$ cat src/rtl/tdm_demux_1x16.sv
// 1-to-16 TDM serial demultiplexer with auto round-robin and addressed modes.
// Optional even-parity frame trailer enabled by defining TDM_DEMUX_PARITY_EN.
module tdm_demux_1x16 #(
  parameter int HOLD_OUTPUTS = 1
) (
  input  logic        clk,
  input  logic        rst,
  input  logic        din,
  input  logic        din_valid,
  input  logic        frame_start,
  input  logic        mode,
  input  logic [3:0]  sel,
  output logic [15:0] dout,
  output logic [15:0] dout_stb,
  output logic [3:0]  chan,
  output logic        frame_done
`ifdef TDM_DEMUX_PARITY_EN
  ,
  output logic        parity_err
`endif
);

  logic [15:0] dout_q, dout_d;
  logic [15:0] stb_q, stb_d;
  logic [3:0]  chan_q, chan_d;
  logic        fd_q, fd_d;
  logic [3:0]  tgt;
  logic        wr;

`ifdef TDM_DEMUX_PARITY_EN
  typedef enum logic {DATA, PARITY} state_t;
  state_t state_q, state_d;
  logic   perr_q, perr_d;
  logic   acc_q, acc_d;
`endif

  always_comb begin
    dout_d = (HOLD_OUTPUTS != 0) ? dout_q : '0;
    stb_d  = '0;
    chan_d = chan_q;
    fd_d   = 1'b0;
    wr     = 1'b0;
    tgt    = mode ? sel : (frame_start ? 4'd0 : chan_q);
`ifdef TDM_DEMUX_PARITY_EN
    state_d = state_q;
    perr_d  = perr_q;
    acc_d   = acc_q;
`endif
    if (din_valid) begin
      wr = 1'b1;
`ifdef TDM_DEMUX_PARITY_EN
      // Trailer bit: checked against the running XOR, never written out
      if (!mode && state_q == PARITY && !frame_start) begin
        wr      = 1'b0;
        perr_d  = acc_q ^ din;
        fd_d    = 1'b1;
        state_d = DATA;
      end else if (!mode) begin
        acc_d   = (tgt == 4'd0) ? din : (acc_q ^ din);
        state_d = (tgt == 4'd15) ? PARITY : DATA;
      end
`endif
      if (wr) begin
        dout_d[tgt] = din;
        stb_d[tgt]  = 1'b1;
        if (!mode) begin
          chan_d = tgt + 4'd1;
`ifndef TDM_DEMUX_PARITY_EN
          fd_d   = (tgt == 4'd15);
`endif
        end
      end
    end
  end

  always_ff @(posedge clk) begin
    if (rst) begin
      dout_q  <= '0;
      stb_q   <= '0;
      chan_q  <= '0;
      fd_q    <= 1'b0;
`ifdef TDM_DEMUX_PARITY_EN
      state_q <= DATA;
      perr_q  <= 1'b0;
      acc_q   <= 1'b0;
`endif
    end else begin
      dout_q  <= dout_d;
      stb_q   <= stb_d;
      chan_q  <= chan_d;
      fd_q    <= fd_d;
`ifdef TDM_DEMUX_PARITY_EN
      state_q <= state_d;
      perr_q  <= perr_d;
      acc_q   <= acc_d;
`endif
    end
  end

  assign dout       = dout_q;
  assign dout_stb   = stb_q;
  assign chan       = chan_q;
  assign frame_done = fd_q;
`ifdef TDM_DEMUX_PARITY_EN
  assign parity_err = perr_q;
`endif

endmodule
$ cat config.mk
export PLATFORM = sky130hd
export DESIGN_NAME = tdm_demux_1x16
export DESIGN_NICKNAME = d
export VERILOG_FILES = /design/src/rtl/tdm_demux_1x16.sv
export SDC_FILE = /design/constraint.sdc
export NUM_CORES = 1
export LEC_CHECK = 0
export CAP_MARGIN = 20
export CORE_UTILIZATION = 46
export DETAILED_ROUTE_END_ITERATION = 8
export PLACE_DENSITY = 0.86
export SKIP_CTS_REPAIR_TIMING = 1
export SLEW_MARGIN = 30
export SYNTH_ARGS = -nofsm -noshare
export SYNTH_HDL_FRONTEND = slang
export SYNTH_SLANG_ARGS = --single-unit
$ cat constraint.sdc
create_clock -name clk -period 2.1 [get_ports clk]
set_input_delay 0.63 -clock clk [delete_from_list [all_inputs] [get_ports clk]]
set_output_delay 0.63 -clock clk [all_outputs]
set_load 0.02 [all_outputs]
# Word-level counts from Yosys, hierarchy flattened
# Index checks and enable logic that the tools add are counted.
# op_classes
eq_ne	1
order_cmp	2
bitwise_logic	2
muxes	5
div	0
shifts	0
multipliers	0
n_reduce_logical	4
add_sub_neg	1
# ops
cell	n
16-bit bitwise mux	1
4-bit two-way mux	2
4-bit by 5-bit < comparator with 1-bit output, second input constant	1
4-bit by 1-bit adder with 4-bit output, second input constant	1
1-bit demux with 4-bit select	1
4-bit == test, second input constant	1
4-bit by 1-bit >= comparator with 1-bit output, second input constant	1
3-bit OR reduction	1
1-bit inverter	2
2-bit AND reduction	1
2-bit OR reduction	1
1-bit logical AND	1
1-bit two-way mux	1
# word_totals
rom_bits	0
word_cells	19
mem_bits_rw	0
latchBits	0
reg_bits	37
out_inout_bits	37
in_bits	10
n_memories	0

# Longest topological paths before layout
# Gate-level depths: netlist (run 1).
# depth
ltp_word	7
mapped_depth	8
depth_no_buf	7

# Worst setup path after synthesis (run 1)
# Ideal clock, no wire load.
# synth_path
path_kind	input to register
startpoint	input frame_start
endpoint	register dout_q[0], in the netlist dout[0]
t_arrival_ns	1.904
path_buffers	1
path_stages	8
setup_ns	0.072
required_ns	2.028
path_slack_ns	0.125
cell_sequence	buf_2 > nand2b_1 > o21ai_0 > inv_1 > ha_1 > and2_1 > o211ai_1 > mux2i_1
# synth_via
elab_chain_cells	7
word_cells_on_any_way	8
cone_classes	order compare: 2; mux: 5; reduce/logical: 1
# synth_lines
element	line	source
start: declaration	10	input logic frame_start,
4-bit two-way mux (*) (2 in series)	43	tgt = mode ? sel : (frame_start ? 4'd0 : chan_q);
4-bit by 5-bit < comparator with 1-bit output (implied by the code) / 4-bit by 1-bit >= comparator with 1-bit output (equally long branches)	64	dout_d[tgt] = din;
1-bit logical AND (implied by the code)	64	
1-bit two-way mux (implied by the code)	64	
1-bit demux with 4-bit select (*)	64	
16-bit bitwise mux (*)	64	
end signal: assignment	88	dout_q <= dout_d;
end: declaration	23	logic [15:0] dout_q, dout_d;
# Mark *: on every way between the ends. The rest lies on a longest branch, timed or not.
# A chain may end at the register's enable or synchronous reset.

# Worst setup path in the final report (run 1)
# layout_path
startpoint	register chan_q[0], in the netlist chan[0]
endpoint	output chan[0]
# layout_rtl
element	line	source
start: declaration	25	logic [3:0] chan_q, chan_d;
start signal: assignment	90	chan_q <= chan_d;
end: declaration	15	output logic [3:0] chan,
# No word-level cell between the ends.

==> flow_summary.json, run 1 <==
{
  "status": "completed",
  "ios": 47,
  "track_usage": 0.2050,
  "first_pass_iters": 4,
  "grt-ovfl-total": 0,
  "setup_viol": 0,
  "antenna_found_initial": 0,
  "cp.arrival_ns": 1.39,
  "dp_hpwl_mm": 2.482,
  "netlist.area_leader.share": 0.4774,
  "max_cap_violations": 0,
  "worst-setup-path-type": "flop to output port",
  "grt_pass1_wl_mm": 5.416,
  "fin_worst_hold_slack_ns": 0.4795,
  "grt_pass1_vias": 1223,
  "place.gp.congestion": 0.8239,
  "hold_path_class": "flop to flop",
  "cts_made_buffers": 5,
  "synthesis.nets": 174,
  "vias": 1323,
  "synth_area_leaders": "dfxtp_1, mux2i_1, nand2b_1",
  "cp_max_fo": 6,
  "fp.dieArea_um2": 3609,
  "drtAntennaViolNets": 0,
  "syn_inst": 160,
  "via_per_inst": 5.011,
  "ys_types": 32,
  "yosysWarnings": 0,
  "drive_gt1_frac": 0.1364,
  "fp.dieW_um": 60.08,
  "ys_ff_latch": 37,
  "crit_buf_inv": 1,
  "min_period_ns": 2.019,
  "p_per_area_nw_per_um2": 548.5,
  "drt_first_iter_violations": 40,
  "coreArea_um2": 3128,
  "hold_viol": 0,
  "max_slew_margin": 0.7626,
  "clock_path_buffers": 2,
  "avgRoutedWirePerCell_um": 12.42,
  "max_stage_delay_ns": 0.64,
  "path_delay_family": "buffers and inverters",
  "ir_worst_vdd_mv": 0.3900,
  "io_buffers": 46,
  "clk_latency_ns": 0.33,
  "cp.required_ns": 1.47,
  "fmax_mhz": 495.3,
  "worst_pin_slew_ns": 0.3546,
  "period_share": 0.9614,
  "wl_mm": 3.280,
  "leakage_nw": 0.9475,
  "crit_chain": "clkdlybuf4s50_1",
  "synth_area_per_cell_um2": 9.697,
  "drc_errors": 0,
  "setup_tns_ns": 0,
  "cts_root_buf": "clkbuf_4",
  "cts_tree": "built",
  "cts.reportedPaths.clkPinSlew_ns": 0.10,
  "start_kind": "flop",
  "grt_max_degree": 17,
  "fill_cells": 244,
  "start_util": 0.4960,
  "endpoint_kind": "output port",
  "yosysTopAreaCell": "dfxtp_1",
  "htree_levels": 2,
  "nets": 233,
  "synth-seq-area-share": 0.4774,
  "finalMaxSlewViolations": 0,
  "rows": 20,
  "n_antenna_cell": 0,
  "cts.sinks": 37,
  "clock_skew_ns": 0.009394,
  "dieHeight_um": 60.08,
  "syn2layout_area_growth_pct": 41.77,
  "slowest_stage": "clkdlybuf4s50_1",
  "synth_area_um2": 1551
}
[per-stage QoR]
stage | utilization | instance area (um2) | cells | power, mW | worst slack [ns]
floorplan | - | 1551 | 160 | 0.8112 | 0.1246
global placement | 0.6816 | 2132 | 256 | 0.8795 | -0.2161
detailed placement | 0.6816 | 2132 | 256 | 0.8831 | -0.2635
CTS | 0.6980 | 2183 | 264 | 1.210 | 0.02457
global route | 0.7032 | 2200 | 264 | 1.265 | -0.01386
finish | 0.7032 | 2200 | 264 | 1.206 | 0.08096
[cells in the mapped netlist]
library cell  count
buf_2             1
clkbuf_2          1
a21oi_1           2
nor3_1            1
clkbuf_1          4
buf_4             1
o2111ai_1         1
dfxtp_1          37
nor4b_4           1
nand2_1           3
or4_1             1
a31oi_1           1
inv_1             2
nor4b_2           1
and4bb_2          1
nand2b_4          1
nor3b_1           1
nand3_1           1
ha_1              4
o21ai_0          14
and3_1            1
and2_1            4
and3b_1           2
nor2_1           23
o211ai_1          3
or2_2             2
nor2b_1           1
nand2b_1         22
a211oi_1          1
o21ai_1           2
o21bai_1          3
mux2i_1          17
[metal layers]
metal	vias up	part of all wire	track usage
met5	-	0	0
met4	0	0.0024	0.03987
met3	2	0.053	0.06710
met2	45	0.50	0.3524
met1	613	0.45	0.2503
li1	663	-	-
[power breakdown]
part | switching (mW) | internal (mW)
Clock | 0.208 | 0.128
Sequential | 0.00669 | 0.711
Combinational | 0.0771 | 0.0763
Total | 0.291 | 0.915
[layout by cell type, fill, tap and decap left out, types with 2 or more instances in the layout]
cell type        instances
dfxtp_1                 37
nand2b_1                22
clkbuf_4                 5
inv_1                    2
ha_1                     4
buf_4                   13
nor2_1                  23
a21oi_1                  2
nand2_1                  3
o21ai_1                  4
clkinv_2                 2
and2_1                   2
dlymetal6s2s_1           2
clkdlybuf4s50_1         44
o21bai_1                 3
o211ai_1                 3
o21ai_0                 10
or2_2                    2
o21ai_2                  2
and3b_1                  2
mux2i_1                 17
[final timing paths]
path	startpoint	end	slack, ns	cells after the start
worst max-delay path	chan[0]$_SDFFE_PP0P_	chan[0]	0.08	1
worst min-delay path	dout[8]$_SDFFE_PP0P_	dout[8]$_SDFFE_PP0P_	0.48	2
worst max register to register	chan[0]$_SDFFE_PP0P_	frame_done$_SDFF_PP0_	0.52	7
worst min register to register	dout[8]$_SDFFE_PP0P_	dout[8]$_SDFFE_PP0P_	0.48	2
[cell type report]
class                           count  area (um2)  share of cell area
Clock buffer                        6       41.29             0.01877
Clock inverter                      2       10.01            0.004551
Inverter                            2       7.507            0.003413
Multi-Input combinational cell    114       782.0              0.3555
Sequential cell                    37       740.7              0.3367
Tap cell                           44       55.05             0.02503
Timing Repair Buffer               59       563.0              0.2560
[registers in the layout, indices dropped and copies added (netlist names)]
name and cells:
dout_stb 16, chan 4, dout 16, frame_done 1
[logic make-up after synthesis]
group,Yosys count,share of synthesized area
AND/OR/NAND/NOR,66,0.2532
flip-flops,37,0.4774
AO/OA/AOI/OAI,27,0.1016
multiplexers,17,0.1097
buffers and inverters,9,0.02580
adder cells (fa/ha/maj),4,0.03226
(Power assumes the default switching activity.)
==> run 2: changes to the inputs <==
Settings changed: GPL_TIMING_DRIVEN set to 0.
==> run 2 against run 1 <==
  * Sequential power about the same
  * Routed wire length is 5.9% higher
  * Worst setup slack improved by 0.010 ns
  * Global-route usage about the same
  * Hold slack lost 0.00073 ns
  * Total power up 1.8%
  * Core utilization is 1.5 points lower
  * Critical path depth unchanged
  * Count of clock-buffer cells in the layout up 1
  * Clock skew is 0.00080 ns lower
  * First-iteration DRC count fell by 40%
==> flow_summary.json, run 2 (same netlist as run 1, synthesis figures left out) <==
{
  "status": "completed",
  "met3WireLength_um": 177,
  "worst-setup-path-type": "flop to output port",
  "drt_first_iter_violations": 24,
  "fmax_mhz": 497.8,
  "fin_worst_hold_slack_ns": 0.4788,
  "cts.reportedPaths.clkPinSlew_ns": 0.10,
  "track_usage": 0.2050,
  "cts_made_buffers": 5,
  "fp.dieArea_um2": 3609,
  "grt-ovfl-total": 0,
  "p_total_mw": 1.228,
  "ios": 47,
  "cts.sinks": 37,
  "drc_errors": 0,
  "first_pass_iters": 4,
  "max_cap_violations": 0,
  "endpoint_kind": "output port",
  "wl_mm": 3.473,
  "cp_max_fo": 5,
  "max_stage_delay_ns": 0.65,
  "ir_worst_vdd_mv": 0.3628,
  "avgRoutedWirePerCell_um": 13.51,
  "p_per_area_nw_per_um2": 570.1,
  "coreArea_um2": 3128,
  "dp_hpwl_mm": 2.598,
  "clk_latency_ns": 0.33,
  "layout_commonest_cell": "clkdlybuf4s50_1",
  "path_delay_family": "buffers and inverters",
  "drtAntennaViolNets": 0,
  "leakage_nw": 0.9289,
  "n_antenna_cell": 0,
  "slowest_stage": "clkdlybuf4s50_1",
  "start_util": 0.4960,
  "setup_tns_ns": 0,
  "met1_length_mm": 1.442,
  "io_buffers": 46,
  "crit_buf_inv": 1,
  "min_period_ns": 2.009,
  "crit_chain": "clkdlybuf4s50_1",
  "cp.arrival_ns": 1.38,
  "cts_tree": "built",
  "nets": 227,
  "drive_gt1_frac": 0.09859,
  "period_share": 0.9566,
  "final_cell_mix": "clkdlybuf4s50_1, dfxtp_1, nor2_1, nand2b_1, mux2i_1",
  "antenna_found_initial": 0,
  "finalMaxSlewViolations": 0,
  "grt_max_degree": 11,
  "cp.required_ns": 1.47,
  "hold_viol": 0,
  "rows": 20,
  "fill_cells": 260,
  "max_slew_margin": 0.7071,
  "start_kind": "flop",
  "rsz0062_at_grt": "no",
  "htree_levels": 2,
  "hold_path_class": "flop to flop",
  "worst_pin_slew_ns": 0.4378,
  "dieHeight_um": 60.08,
  "syn2layout_area_growth_pct": 38.79,
  "vias": 1332,
  "top_layer": "met4",
  "clock_path_buffers": 2,
  "cts_root_buf": "clkbuf_4",
  "clock_skew_ns": 0.008594,
  "grt_pass1_vias": 1243,
  "grt_pass1_wl_mm": 5.416,
  "place.gp.congestion": 0.8430,
  "wl_met2_mm": 1.801,
  "via_per_inst": 5.183,
  "dp.cells": 250,
  "fin_cells": 257,
  "setup_viol": 0,
  "fp.dieW_um": 60.08
}
-- run 2: cell types whose count changed in the layout (fill, tap and decap cells not counted), moves of 2 or more --
| cell | delta |
|---|---|
| clkinv_2 | -2 |
| buf_4 | -12 |
| clkdlybuf4s50_1 | -2 |
| dlymetal6s2s_1 | +2 |
| clkbuf_1 | +4 |
-- run 2: metal layers --
| layer | vias to the layer above | track usage |
|---|---|---|
| li1 | 645 | - |
| met4 | 0 | 0.05980 |
| met3 | 8 | 0.05844 |
| met5 | - | 0 |
| met2 | 45 | 0.3778 |
| met1 | 634 | 0.2258 |
-- run 2: metrics by stage --
step | utilization | setup slack (ns) | cell area (um2)
floorplan | - | 0.1246 | 1551
global placement | 0.6608 | -0.5431 | 2067
detailed placement | 0.6608 | -0.6282 | 2067
CTS | 0.6784 | -0.2834 | 2122
global route | 0.6884 | 0.05941 | 2153
finish | 0.6884 | 0.09108 | 2153
-- run 2: final cells by class --
cell class,instances,area (um2),area share
Clock buffer,7,55.05,0.02557
Inverter,2,7.507,0.003486
Sequential cell,37,740.7,0.3440
Timing Repair Buffer,46,470.5,0.2185
Buffer,7,38.79,0.01801
Multi-Input combinational cell,114,785.8,0.3649
Tap cell,44,55.05,0.02557
-- run 2: path summary, 6_finish.rpt --
| check | start | end | slack (ns) | cells after the start |
|---|---|---|---|---|
| hold reg to reg | dout[1]$_SDFFE_PP0P_ | dout[1]$_SDFFE_PP0P_ | 0.48 | 2 |
| setup reg to reg | chan[0]$_SDFFE_PP0P_ | dout[8]$_SDFFE_PP0P_ | 0.49 | 7 |
| hold / removal | dout[1]$_SDFFE_PP0P_ | dout[1]$_SDFFE_PP0P_ | 0.48 | 2 |
| setup / recovery | chan[1]$_SDFFE_PP0P_ | chan[1] | 0.09 | 1 |
-- run 2: worst reg2reg max path, stage by stage (launching register included) --
cell and delay (ns):
dfxtp_1 0.45, nand2b_1 0.10, o21ai_2 0.17, inv_1 0.09, ha_1 0.18, and2_2 0.20, o21ai_0 0.12, mux2i_1 0.23
-- run 2: power breakdown --
group          internal (mW)  switching [mW]  total, mW  leakage, nW
logic                 0.0658          0.0772      0.143        0.599
registers              0.711         0.00682      0.718        0.299
clock network          0.158           0.209      0.367       0.0314
total                  0.935           0.293       1.23        0.929
